===== src/rtl/sb_bus_initiator.sv =====
// sb_bus_initiator: single-outstanding register-access master for the
// SB_I2C / SB_SPI hard-IP system bus. It turns a user valid/ready command
// into a strobed bus cycle, waits for the acknowledge (bounded by TIMEOUT),
// returns a one-cycle response, and always leaves one idle cycle with the
// strobe low before the next command can start.
module sb_bus_initiator #(
    parameter logic [3:0]  BUS_ADDR74 = 4'b0001, // upper nibble of the hard-IP register block
    parameter int unsigned TIMEOUT    = 16       // max strobe-high cycles without ack (2..255)
) (
    input  logic       sbclki,
    input  logic       sbrsti,
    // user command side
    input  logic       cmd_valid,
    output logic       cmd_ready,
    input  logic       cmd_rw,
    input  logic [3:0] cmd_addr,
    input  logic [7:0] cmd_wdata,
    // user response side
    output logic       rsp_valid,
    output logic [7:0] rsp_rdata,
    output logic       rsp_timeout,
    // hard-IP system bus
    output logic       sbstbi,
    output logic       sbrwi,
    output logic [7:0] sbadri,
    output logic [7:0] sbdati,
    input  logic [7:0] sbdato,
    input  logic       sbacko
);

    typedef enum logic [1:0] {
        IDLE    = 2'd0,
        ACCESS  = 2'd1,
        RELEASE = 2'd2
    } state_t;

    // Counter value seen on the last permitted ACCESS edge. TIMEOUT is at
    // most 255, so the 8-bit counter never wraps before this compare hits.
    localparam logic [7:0] CNT_LAST = 8'(TIMEOUT - 1);

    state_t     state_q;
    logic [7:0] cnt_q;
    logic       rdy_q;
    logic       stb_q;
    logic       rw_q;
    logic [7:0] adr_q;
    logic [7:0] dat_q;
    logic       rvld_q;
    logic [7:0] rdata_q;
    logic       rto_q;

    // Whole initiator FSM with every output held in a register.
    always_ff @(posedge sbclki or posedge sbrsti) begin
        if (sbrsti) begin
            state_q <= IDLE;
            cnt_q   <= 8'h00;
            rdy_q   <= 1'b1;
            stb_q   <= 1'b0;
            rw_q    <= 1'b0;
            adr_q   <= 8'h00;
            dat_q   <= 8'h00;
            rvld_q  <= 1'b0;
            rdata_q <= 8'h00;
            rto_q   <= 1'b0;
        end else begin
            case (state_q)
                IDLE: begin
                    // The bus is quiet here; any stray sbacko is ignored.
                    if (cmd_valid && rdy_q) begin
                        state_q <= ACCESS;
                        rdy_q   <= 1'b0;
                        stb_q   <= 1'b1;
                        rw_q    <= cmd_rw;
                        adr_q   <= {BUS_ADDR74, cmd_addr};
                        dat_q   <= cmd_rw ? cmd_wdata : 8'h00;
                        cnt_q   <= 8'h00;
                    end
                end

                ACCESS: begin
                    // Acknowledge takes priority over a timeout on the same edge.
                    if (sbacko || (cnt_q == CNT_LAST)) begin
                        state_q <= RELEASE;
                        stb_q   <= 1'b0;
                        rw_q    <= 1'b0;
                        adr_q   <= 8'h00;
                        dat_q   <= 8'h00;
                        rvld_q  <= 1'b1;
                        rto_q   <= ~sbacko;
                        rdata_q <= (sbacko && !rw_q) ? sbdato : 8'h00;
                    end else begin
                        cnt_q <= cnt_q + 8'h01;
                    end
                end

                RELEASE: begin
                    // One forced strobe-low cycle before the next command.
                    state_q <= IDLE;
                    rvld_q  <= 1'b0;
                    rdy_q   <= 1'b1;
                end

                default: begin
                    state_q <= IDLE;
                    rdy_q   <= 1'b1;
                    stb_q   <= 1'b0;
                    rvld_q  <= 1'b0;
                end
            endcase
        end
    end

    assign cmd_ready   = rdy_q;
    assign rsp_valid   = rvld_q;
    assign rsp_rdata   = rdata_q;
    assign rsp_timeout = rto_q;
    assign sbstbi      = stb_q;
    assign sbrwi       = rw_q;
    assign sbadri      = adr_q;
    assign sbdati      = dat_q;

endmodule

===== config.mk =====
export PLATFORM = sky130hd
export DESIGN_NAME = sb_bus_initiator
export DESIGN_NICKNAME = d
export VERILOG_FILES = /design/src/rtl/sb_bus_initiator.sv
export SDC_FILE = /design/constraint.sdc
export NUM_CORES = 1
export LEC_CHECK = 0
export ABC_CLOCK_PERIOD_IN_PS = 2400
export BUFFER_PORTS_ARGS = -buffer_cell sky130_fd_sc_hd__buf_2
export CORE_MARGIN = 2
export CORE_UTILIZATION = 49
export DETAILED_ROUTE_END_ITERATION = 8
export GPL_TIMING_DRIVEN = 0
export PLACE_DENSITY = 0.77
export SYNTH_ARGS = -nofsm -noshare
export SYNTH_HDL_FRONTEND = slang
export SYNTH_SLANG_ARGS = --single-unit

===== constraint.sdc =====
create_clock -name sbclki -period 2.4 [get_ports sbclki]
set_clock_uncertainty 0.1 [all_clocks]
set_input_delay 0.12 -clock sbclki [delete_from_list [all_inputs] [get_ports sbclki]]
set_output_delay 0.12 -clock sbclki [all_outputs]
set_load 0.005 [all_outputs]

-- Word-level counts from Yosys, hierarchy flattened
Cells that the tools add are included.
W data, S select, Z words.
- add/sub/neg operators: 1
- multiply operators: 0
- divide/modulo/power cells: 0
- $lt $le $gt $ge: 0
- equal/unequal tests: 6
- shift-type cells: 0
- muxes and demuxes: 22
- bitwise gates (word level): 4
- reductions and logical operators: 13
- operators with widths (kind ; number):
    $mux W8 ; 7
    $pmux W8 S2 ; 3
    $reduce_and A3 Y1 ; 3
    $add A8 B1 Y8 const B ; 1
    $eq A8 B4 Y1 const B ; 1
    $reduce_and A2 Y1 ; 4
    $ne A2 B2 Y1 const B ; 3
    $pmux W1 S2 ; 3
    $mux W1 ; 5
    $mux W2 ; 2
    $not A1 Y1 ; 4
    $pmux W2 S2 ; 1
    $pmux W1 S3 ; 1
    $eq A2 B1 Y1 const B ; 1
    $eq A2 B2 Y1 const B ; 1
    $logic_and A1 B1 Y1 ; 2
    $logic_not A2 Y1 ; 1
    $reduce_bool A2 Y1 ; 1
    $logic_not A1 Y1 ; 1
    $logic_or A1 B1 Y1 ; 1
- register bits: 39
- latch bits: 0
- RAM bits: 0
- memory bits (read-only): 0
- bits of input ports: 25
- output and inout port bits: 29
- word-level logic and storage cells: 56
- memories kept: 0

-- Logic depth before layout (Yosys ltp)
Gate-level depths: netlist of run 1.
- depth after elaboration: 4
- gate-level depth with buffers: 6
- mapped depth without buffers: 5

-- Worst setup path after synthesis of run 1
No wires, ideal clock.
- kind: register to register
- start: reg cnt_q[0]
- end: reg cnt_q[5]
- setup time: 0.118 ns
- arrival time: 1.735 ns
- data required time: 2.182 ns
- slack: 0.447 ns
- stages on the path, launching flop included: 6
- buffers on the path: 0
- clock period less this slack: 1.953 ns
- cell sequence: dfrtp_1 -> ha_1 -> and3_1 -> a211oi_2 -> mux2_2 -> a21o_1
- word-level cells in the longest chain between the ends: 4
- elaborated cells between the ends (all ways): 7
- those cells by class: 1 x add/sub; 2 x eq/ne; 2 x mux; 2 x reduce/logical
- RTL lines (what ; line ; RTL):
    start: declaration ; 42 ; logic [7:0] cnt_q;
    start signal: assignment ; 92 ; cnt_q <= cnt_q + 8'h01;
    parallel branches: the longest is 4 deep, another holds $add A8 B1 Y8 ; - ;
Several ways; the timed one is not identified. The select of a mux whose other input is x is not followed.
A chain may end at the register's enable or synchronous reset.

-- Worst setup path after layout of run 1
Ends and elaborated chain as after synthesis.

==> run_results.csv, run 1 <==
group,metric,value,unit
synth,synth_common_cells,"dfrtp_1, nand2_1, o21ai_0, nand4b_1, a22o_1",
power_and_ir_drop,vdd_ir_drop_max,0.527,mV
placed_design,pre_cts_slack,0.261,ns
worst_hold_path,hold_end,"cnt_q[1]$_DFFE_PP0P_",
global_route,grt_pass1_wl,6440,um
synth,synthTopCellsByArea,"dfrtp_1, nand2_1, o21ai_0, nand4b_1, a22o_1",
floorplanning,fp.dieH,60.8,um
timing,setup_slack,0.242,ns
placed_design,portBuffers,50,
synth,netlist_instances,146,
timing,setup_tns,0,ns
worst_setup_path,r2r_slack,0.24,ns
worst_setup_path,worstPathCellList,"ha_1 > and3_1 > a211oi_2 > mux2_2 > a21o_1",
synth,synth-edff-count,0,
synth,avgSynthCellArea,10.8,sq um
cells_and_area,nets,252,
run_status,outcome,"finished, final reports clean",
placed_design,placed_area,0.00189,sq mm
cells_and_area,post-route-util,0.709,
cells_and_area,syn_to_final_growth,37.0,%
clocking,numCtsBuffers,5,
worst_setup_path,cp.required,2.55,ns
cells_and_area,layout-drive-gt1-share,0.313,
synth,syn_area,0.00158,sq mm
clocking,cts.sinks,36,
route,drt_first_pass_iters,6,
timing,setup_viol,0,
synth,async_reset_ff_frac,1.00,
route,drt_iter0_drc,113,
floorplanning,initial_core_util,0.518,
floorplanning,die_x,60.8,um
power_and_ir_drop,leakagePower,1.12,nW
worst_hold_path,min_delay_path_depth,4,
worst_setup_path,cp-end-kind,"flip-flop",
floorplanning,die-area,0.00370,sq mm
worst_setup_path,r2r_cells,5,
timing,rsz0062_at_grt,"false",
synth,synth.most_common_cell,"dfrtp_1",
timing,fmaxAchievable,0.463,GHz
floorplanning,io_pins,54,
route,routed_wl,4040,um
floorplanning,rows,20,
synth,yosysUniqueCellTypes,32,
clocking,cts_root_buf,"clkbuf_4",
route,num_vias,1456,
route,detail-route-antenna-nets,0,
timing,timing.final.crit_share,0.899,
timing,finalHoldViolCount,0,
clocking,clk_pin_slew,0.11,ns
timing,relSlewSlack,0.524,
global_route,grt_antenna_before_repair,0,
clocking,tritoncts,"built",
route,avgViaCountPerCell,5.37,
power_and_ir_drop,power_density,979,mW/mm^2
worst_setup_path,worstReg2RegStart,"cnt_q[0]$_DFFE_PP0P_",
synth,ys_seq_area_frac,0.571,
placed_design,dp_hpwl,2470,um
worst_hold_path,worstHoldStart,"sbacko",
route,drc,0,
floorplanning,core_area,0.00305,sq mm
placed_design,finalWeightedCongestion,0.818,
global_route,grt_max_degree,37,
placed_design,dpl.cell_count,242,
cells_and_area,diodes,0,
worst_setup_path,reg2reg_to,"cnt_q[5]$_DFFE_PP0P_",
timing,finalHoldWorstSlack,0.0134,ns
worst_setup_path,max_stage_delay,0.47,ns
cells_and_area,design_area,0.00216,sq mm
worst_setup_path,crit_arrival,2.30,ns
global_route,grt_pass1_vias,1438,
route,avgRoutedWirePerCell,14.9,um
clocking,insertion_delay,0.34,ns
global_route,track_usage,0.243,
job,max_cap_violations,0,
worst_setup_path,crit_fanout,7,
cells_and_area,final_cells,271,
worst_setup_path,startpoint_type,"flip-flop",
synth,netlist.area_leader.share,0.554,
synth,yosys_register_bits,36,
timing,worstMarginPinSlew,0.714,ns
cells_and_area,fillers,241,
clocking,cts.repair.resized,0,
worst_setup_path,slowest_stage,"a211oi_2",
worst_hold_path,hold_class,"input port to flip-flop",
timing,min_period,2.16,ns
synth,yosysWarnings,0,
clocking,clock_path_buffers,2,
power_and_ir_drop,p_total,2.12,mW
global_route,gr-total-overflow,0,
synth,yosys.area.top_type,"dfrtp_1",
clocking,h-tree-depth,2,
synth,ys.flop_type,"dfrtp_1",
worst_setup_path,criticalPathCategory,"flip-flop to flip-flop",
timing,slew_viol_final,0,
## registers in the layout, indices dropped and copies added (netlist names), 2 cells and up
name       flops
cnt_q          8
rsp_rdata      8
sbadri         5
sbdati         8
state_q        2
## layer usage
metal,up-vias,track usage,share of wire
met2,53,0.404,0.54
met5,-,0,0
met4,0,0.127,0.025
li1,687,-,-
met1,705,0.288,0.39
met3,11,0.0661,0.051
## layout make-up
type / count / area (sq um) / share of cell area
clock inverter: 2 / 10.0 / 0.00462
multi-input combinational: 99 / 624 / 0.288
inverter: 3 / 11.3 / 0.00520
sequential: 36 / 902 / 0.417
buffer: 10 / 50.0 / 0.0231
tap: 44 / 55.1 / 0.0254
clock buffer: 6 / 51.3 / 0.0237
timing repair buffer: 71 / 460 / 0.213
## worst max-delay path, delay by kind of cell, from the launching register on
family | cells | cell delay (ns)
AO/OA/AOI/OAI | 2 | 0.64
flip-flops | 1 | 0.43
adder cells (fa/ha/maj) | 1 | 0.24
AND/OR/NAND/NOR | 1 | 0.26
multiplexers | 1 | 0.39
## worst max-delay path by stage
stage	start	end	slack, ns	cells after the start
after global routing	cnt_q[0]$_DFFE_PP0P_	cnt_q[5]$_DFFE_PP0P_	0.14	5
after CTS	cnt_q[0]$_DFFE_PP0P_	cnt_q[5]$_DFFE_PP0P_	0.24	5
after global placement	cnt_q[0]$_DFFE_PP0P_	cnt_q[5]$_DFFE_PP0P_	0.32	5
after floorplan	cnt_q[0]$_DFFE_PP0P_	cnt_q[5]$_DFFE_PP0P_	0.45	5
after detailed placement	cnt_q[0]$_DFFE_PP0P_	cnt_q[5]$_DFFE_PP0P_	0.26	5
final	cnt_q[0]$_DFFE_PP0P_	cnt_q[5]$_DFFE_PP0P_	0.24	5
## kinds of logic (layout without fill, tap and decap cells)
kind of cell | count (synthesis) | in the layout | share of synthesized area
AND/OR/NAND/NOR | 50 | 50 | 0.184
AO/OA/AOI/OAI | 44 | 44 | 0.188
flip-flops | 36 | 36 | 0.571
buffers and inverters | 13 | 92 | 0.0388
adder cells (fa/ha/maj) | 1 | 1 | 0.00792
other | 1 | 3 | 0.00237
multiplexers | 1 | 1 | 0.00713
## cell usage in the layout, fill, tap and decap left out, types with 2 or more instances in the layout
master         count
nand3_1            6
a21o_1             3
clkbuf_4           5
dfrtp_1           35
inv_1              2
a31oi_1            2
nand4b_1           9
buf_4              3
nand2_1           24
o21a_1             3
buf_2             51
and3_1             3
conb_1             3
a21oi_1            7
dlygate4sd3_1     21
clkbuf_1           6
a22o_1             8
clkinv_2           2
o21ai_0           16
## report_power, final
part / leakage (nW) / total (mW) / switching, mW / internal [mW]
clock: 0.0380 / 0.335 / 0.196 / 0.139
combinational: 0.610 / 0.770 / 0.390 / 0.380
sequential: 0.470 / 1.01 / 0.169 / 0.846
## what timing repair did
action                     CTS  global route
hold endpoints to repair    20            35
buffers inserted             0             0
hold buffers                20             1
setup endpoints to repair    0             0
Note: power is estimated with default switching activity, not from simulation.
==> run 2: changes to the inputs <==
--- a/config.mk
+++ b/config.mk
@@ -5,13 +5,13 @@
 export SDC_FILE = /design/constraint.sdc
 export NUM_CORES = 1
 export LEC_CHECK = 0
-export ABC_CLOCK_PERIOD_IN_PS = 2400
 export BUFFER_PORTS_ARGS = -buffer_cell sky130_fd_sc_hd__buf_2
 export CORE_MARGIN = 2
 export CORE_UTILIZATION = 49
 export DETAILED_ROUTE_END_ITERATION = 8
 export GPL_TIMING_DRIVEN = 0
 export PLACE_DENSITY = 0.77
+export SETUP_SLACK_MARGIN = 0.4
 export SYNTH_ARGS = -nofsm -noshare
 export SYNTH_HDL_FRONTEND = slang
 export SYNTH_SLANG_ARGS = --single-unit
==> run 2 against run 1 <==
Clock power about the same. Final area rose by 3.2%. Non-clock buffer count up 6. Sequential cell count unchanged. Register-to-register slack gained 0.29 ns. Worst setup slack improved by 0.29 ns. Critical path depth unchanged. Largest power group unchanged. Highest routed layer unchanged.
==> run_results.csv, run 2 (synthesis results as in run 1) <==
group,metric,value,unit
worst_setup_path,crit_arrival,2.02,ns
clocking,insertion_delay,0.34,ns
timing,relSlewSlack,0.522,
route,avgViaCountPerCell,5.24,
worst_hold_path,hold_class,"input port to flip-flop",
job,max_cap_violations,0,
cells_and_area,syn_to_final_growth,41.4,%
clocking,clk_pin_slew,0.11,ns
floorplanning,rows,20,
placed_design,finalWeightedCongestion,0.818,
global_route,track_usage,0.245,
worst_setup_path,max_stage_delay,0.42,ns
cells_and_area,layout_common_cells,"buf_2, dfrtp_1, nand2_1",
cells_and_area,diodes,0,
clocking,numCtsBuffers,5,
route,num_vias,1452,
timing,worstMarginPinSlew,0.715,ns
worst_setup_path,cp-end-kind,"flip-flop",
power_and_ir_drop,leakagePower,1.15,nW
floorplanning,io_pins,54,
timing,setup_tns,0,ns
floorplanning,fp.dieH,60.8,um
worst_setup_path,crit_fanout,5,
route,detail-route-antenna-nets,0,
timing,fmaxAchievable,0.536,GHz
timing,slew_viol_final,0,
floorplanning,die-area,0.00370,sq mm
timing,rsz0062_at_grt,"false",
timing,setup_slack,0.534,ns
cells_and_area,layout-drive-gt1-share,0.343,
floorplanning,die_x,60.8,um
clocking,h-tree-depth,2,
floorplanning,initial_core_util,0.518,
route,avgRoutedWirePerCell,14.9,um
route,routed_wl,4130,um
worst_setup_path,worstPathCellList,"ha_2 > and3_4 > a211oi_4 > mux2_2 > a21o_1",
cells_and_area,final_common_cell,"buf_2",
route,drt_first_pass_iters,4,
worst_setup_path,criticalPathCategory,"flip-flop to flip-flop",
run_status,outcome,"finished, final reports clean",
global_route,grt_antenna_before_repair,0,
placed_design,pre_cts_slack,0.261,ns
global_route,grt_pass1_wl,6490,um
global_route,gr-total-overflow,0,
clocking,clock_path_buffers,2,
global_route,grt_pass1_vias,1425,
timing,min_period,1.87,ns
route,met3RoutedLength,196,um
worst_setup_path,cp.required,2.55,ns
timing,finalHoldViolCount,0,
route,drc,0,
power_and_ir_drop,vdd_ir_drop_max,0.527,mV
route,wl_met2,2200,um
power_and_ir_drop,power_density,973,mW/mm^2
timing,timing.final.crit_share,0.777,
route,highest_layer,"met4",
placed_design,dp_hpwl,2470,um
clocking,cts.sinks,36,
worst_setup_path,startpoint_type,"flip-flop",
cells_and_area,nets,258,
global_route,grt_max_degree,37,
cells_and_area,fillers,235,
placed_design,portBuffers,50,
timing,setup_viol,0,
floorplanning,core_area,0.00305,sq mm
clocking,cts_root_buf,"clkbuf_4",
route,drt_iter0_drc,113,
route,wl_met1,1630,um
clocking,tritoncts,"built",
worst_setup_path,slowest_stage,"dfrtp_1",
[run 2: per-stage QoR]
step	area, sq um	utilization	instances	hold WS, ns	total power [mW]
final	2230	0.732	277	0.0367	2.17
after global routing	2230	0.732	277	0.0711	2.33
after CTS	2180	0.714	271	0.0199	2.12
after detailed placement	1890	0.620	242	0.242	1.75
after global placement	1890	0.620	242	0.222	1.71
after floorplan	1590	-	148	0.137	1.42
[run 2: timing repair]
item                                    4_1_cts  5_1_grt
gates resized for setup                       4        5
endpoints found under the setup margin        7       17
setup buffers                                 0        5
hold endpoints to repair                     21       35
pin swaps                                     0        4
hold buffers                                 21        1
[run 2: area by class of cell]
cell class	count	area, sq um	share of cell area
plain buffers	10	52.6	0.0235
clock buffers	6	51.3	0.0230
clock inverters	2	10.0	0.00448
inverters	3	11.3	0.00504
multi-input cells	99	644	0.288
flip-flops and latches	36	902	0.404
well taps	44	55.1	0.0246
repair buffers	77	508	0.227
[run 2: final timing paths]
path / startpoint / endpoint / slack (ns) / depth (start not counted)
setup / recovery: cnt_q[1]$_DFFE_PP0P_ / cnt_q[5]$_DFFE_PP0P_ / 0.53 / 5
hold reg to reg: rsp_valid$_DFFE_PP0P_ / rsp_valid$_DFFE_PP0P_ / 0.39 / 1
min in group asynchronous: sbrsti / state_q[0]$_DFFE_PP0P_ / 0.33 / 3
hold / removal: cmd_valid / cmd_ready$_DFFE_PP1P_ / 0.04 / 4
setup reg to reg: cnt_q[1]$_DFFE_PP0P_ / cnt_q[5]$_DFFE_PP0P_ / 0.53 / 5
max in group asynchronous: sbrsti / sbadri[1]$_DFFE_PP0P_ / 1.40 / 3
[run 2: layer usage]
metal / global-route usage / vias to the layer above
li1: - / 693
met1: 0.295 / 705
met2: 0.406 / 42
met3: 0.0640 / 12
met4: 0.124 / 0
met5: 0 / -
[run 2: report_power, final]
part           internal [mW]  leakage, nW  switching [mW]
combinational          0.412        0.640           0.409
sequential             0.846        0.470           0.168
clock                  0.139       0.0380           0.199
total                   1.40         1.15           0.776
[run 2: critical path, delay by kind of cell, from the launching register on]
family          cells  cell delay [ns]
mux                 1             0.36
fa+ha+maj           1             0.21
compound gates      2             0.46
simple gates        1             0.21
flops               1             0.42
==> run 3: changes to the inputs <==
==> constraint.sdc (replaced) <==
create_clock -name sbclki -period 1.9 [get_ports sbclki]
set_clock_uncertainty 0.1 [all_clocks]
set_input_delay 0.095 -clock sbclki [delete_from_list [all_inputs] [get_ports sbclki]]
set_output_delay 0.095 -clock sbclki [all_outputs]
set_load 0.005 [all_outputs]
==> run 3 against run 2 <==
Sequential cell count unchanged. Via count rose by 3.3%. Fmax grew 5.5%. First-iteration DRC count down 45%. Power up 40%. Utilization is 5.8 points higher. Sequential power grew 28%. Final cell count up 2.2%. Critical path type unchanged. Largest cell class unchanged. Largest power group is now combinational logic. Highest routed layer unchanged.
==> run_results.csv, run 3 (synthesis results as in run 1) <==
group,metric,value,unit
worst_hold_path,min_delay_path_depth,4,
cells_and_area,layout_common_cells,"buf_2, dfrtp_1, nand2_1",
clocking,clk_pin_slew,0.11,ns
route,drt_iter0_drc,62,
clocking,numCtsBuffers,5,
power_and_ir_drop,vdd_ir_drop_max,0.741,mV
worst_setup_path,reg2reg_to,"cnt_q[7]$_DFFE_PP0P_",
timing,slew_viol_final,0,
worst_setup_path,crit_arrival,1.95,ns
global_route,grt_max_degree,37,
power_and_ir_drop,leakagePower,1.22,nW
worst_setup_path,cp.required,2.09,ns
worst_hold_path,hold_end,"cmd_ready$_DFFE_PP1P_",
global_route,track_usage,0.234,
clocking,cts_root_buf,"clkbuf_4",
timing,setup_viol,0,
placed_design,finalWeightedCongestion,0.800,
worst_setup_path,cp-end-kind,"flip-flop",
timing,finalHoldViolCount,0,
floorplanning,rows,20,
route,avgViaCountPerCell,5.30,
global_route,grt_antenna_before_repair,0,
timing,setup_slack,0.131,ns
clocking,clock_path_buffers,2,
global_route,gr-total-overflow,0,
worst_setup_path,r2r_cells,5,
floorplanning,fp.dieH,60.8,um
clocking,h-tree-depth,2,
timing,worstMarginPinSlew,0.734,ns
floorplanning,core_area,0.00305,sq mm
route,routed_wl,4220,um
placed_design,dp_hpwl,2600,um
route,avgRoutedWirePerCell,14.9,um
worst_setup_path,worstReg2RegStart,"cnt_q[1]$_DFFE_PP0P_",
worst_hold_path,worstHoldStart,"cmd_valid",
worst_setup_path,criticalPathCategory,"flip-flop to flip-flop",
cells_and_area,nets,264,
worst_setup_path,crit_fanout,5,
global_route,grt_pass1_vias,1429,
job,max_cap_violations,0,
cells_and_area,final_common_cell,"buf_2",
cells_and_area,diodes,0,
route,drt_first_pass_iters,4,
run_status,outcome,"finished, final reports clean",
global_route,grt_pass1_wl,6290,um
timing,setup_tns,0,ns
worst_setup_path,r2r_slack,0.13,ns
timing,relSlewSlack,0.510,
timing,fmaxAchievable,0.565,GHz
route,detail-route-antenna-nets,0,
cells_and_area,design_area,0.00241,sq mm
placed_design,pre_cts_slack,0.00986,ns
floorplanning,initial_core_util,0.518,
timing,rsz0062_at_grt,"true",
cells_and_area,layout-drive-gt1-share,0.456,
floorplanning,io_pins,54,
clocking,insertion_delay,0.34,ns
power_and_ir_drop,power_density,1260,mW/mm^2
floorplanning,die_x,60.8,um
route,drc,0,
cells_and_area,fillers,206,
timing,timing.final.crit_share,0.931,
cells_and_area,syn_to_final_growth,52.7,%
placed_design,portBuffers,50,
clocking,cts.sinks,36,
floorplanning,die-area,0.00370,sq mm
worst_hold_path,hold_class,"input port to flip-flop",
placed_design,placed_area,0.00194,sq mm
timing,min_period,1.77,ns
clocking,tritoncts,"built",
worst_setup_path,startpoint_type,"flip-flop",
route,num_vias,1500,
run 3: worst max-delay path, stage by stage, from the launching register on:
cell     delay, ns
dfrtp_1       0.39
ha_2          0.21
and3_4        0.21
a211o_4       0.33
or4_4         0.42
nand3_2       0.07
run 3: how the worst max path moves through the flow:
| stage | endpoint | cells after the start | from | slack, ns |
|---|---|---|---|---|
| 6_report | cnt_q[7]$_DFFE_PP0P_ | 5 | cnt_q[1]$_DFFE_PP0P_ | 0.13 |
| 3_5_place_dp | cnt_q[5]$_DFFE_PP0P_ | 5 | cnt_q[0]$_DFFE_PP0P_ | 0.01 |
| 3_3_place_gp | cnt_q[5]$_DFFE_PP0P_ | 5 | cnt_q[1]$_DFFE_PP0P_ | 0.02 |
| 4_1_cts | cnt_q[7]$_DFFE_PP0P_ | 5 | cnt_q[0]$_DFFE_PP0P_ | 0.12 |
| 2_1_floorplan | cnt_q[5]$_DFFE_PP0P_ | 5 | cnt_q[1]$_DFFE_PP0P_ | 0.11 |
| 5_1_grt | cnt_q[4]$_DFFE_PP0P_ | 6 | cnt_q[5]$_DFFE_PP0P_ | 0.07 |
run 3: layout make-up:
cell class                      count  area, sq um  share of cell area
Multi-Input combinational cell     99          736               0.305
Sequential cell                    36          905               0.375
Clock buffer                        8         58.8              0.0244
Timing Repair Buffer               83          571               0.237
Tap cell                           44         55.1              0.0228
Buffer                             10         76.3              0.0316
Inverter                            3         11.3             0.00467
run 3: stage by stage:
| stage | utilization | hold slack, ns | cells | total power [mW] |
|---|---|---|---|---|
| after floorplan | - | 0.117 | 148 | 1.87 |
| after global placement | 0.635 | 0.205 | 242 | 2.24 |
| after detailed placement | 0.635 | 0.217 | 242 | 2.30 |
| after CTS | 0.741 | 0.00625 | 276 | 2.84 |
| after global routing | 0.790 | 0.0385 | 283 | 3.23 |
| final | 0.790 | 0.00976 | 283 | 3.04 |
run 3: routing by layer:
layer / wire length, um / vias up / part of all wire / track usage
met2: 2140 / 51 / 0.51 / 0.410
met3: 197 / 5 / 0.047 / 0.0661
met1: 1850 / 741 / 0.44 / 0.277
met5: 0 / - / 0 / 0
li1: - / 703 / - / -
met4: 40 / 0 / 0.0095 / 0.0776
run 3: power breakdown:
part           switching, mW  total [mW]  internal, mW
clock network          0.242       0.424         0.183
logic                  0.616        1.32         0.703
registers              0.220        1.29          1.07
run 3: repair_timing:
| item | CTS | global route |
|---|---|---|
| hold endpoints to repair | 20 | 35 |
| setup endpoints to repair | 34 | 35 |
| hold buffers | 20 | 1 |
| buffers inserted | 6 | 6 |
| resized for setup | 3 | 30 |
| pin swaps | 5 | 6 |
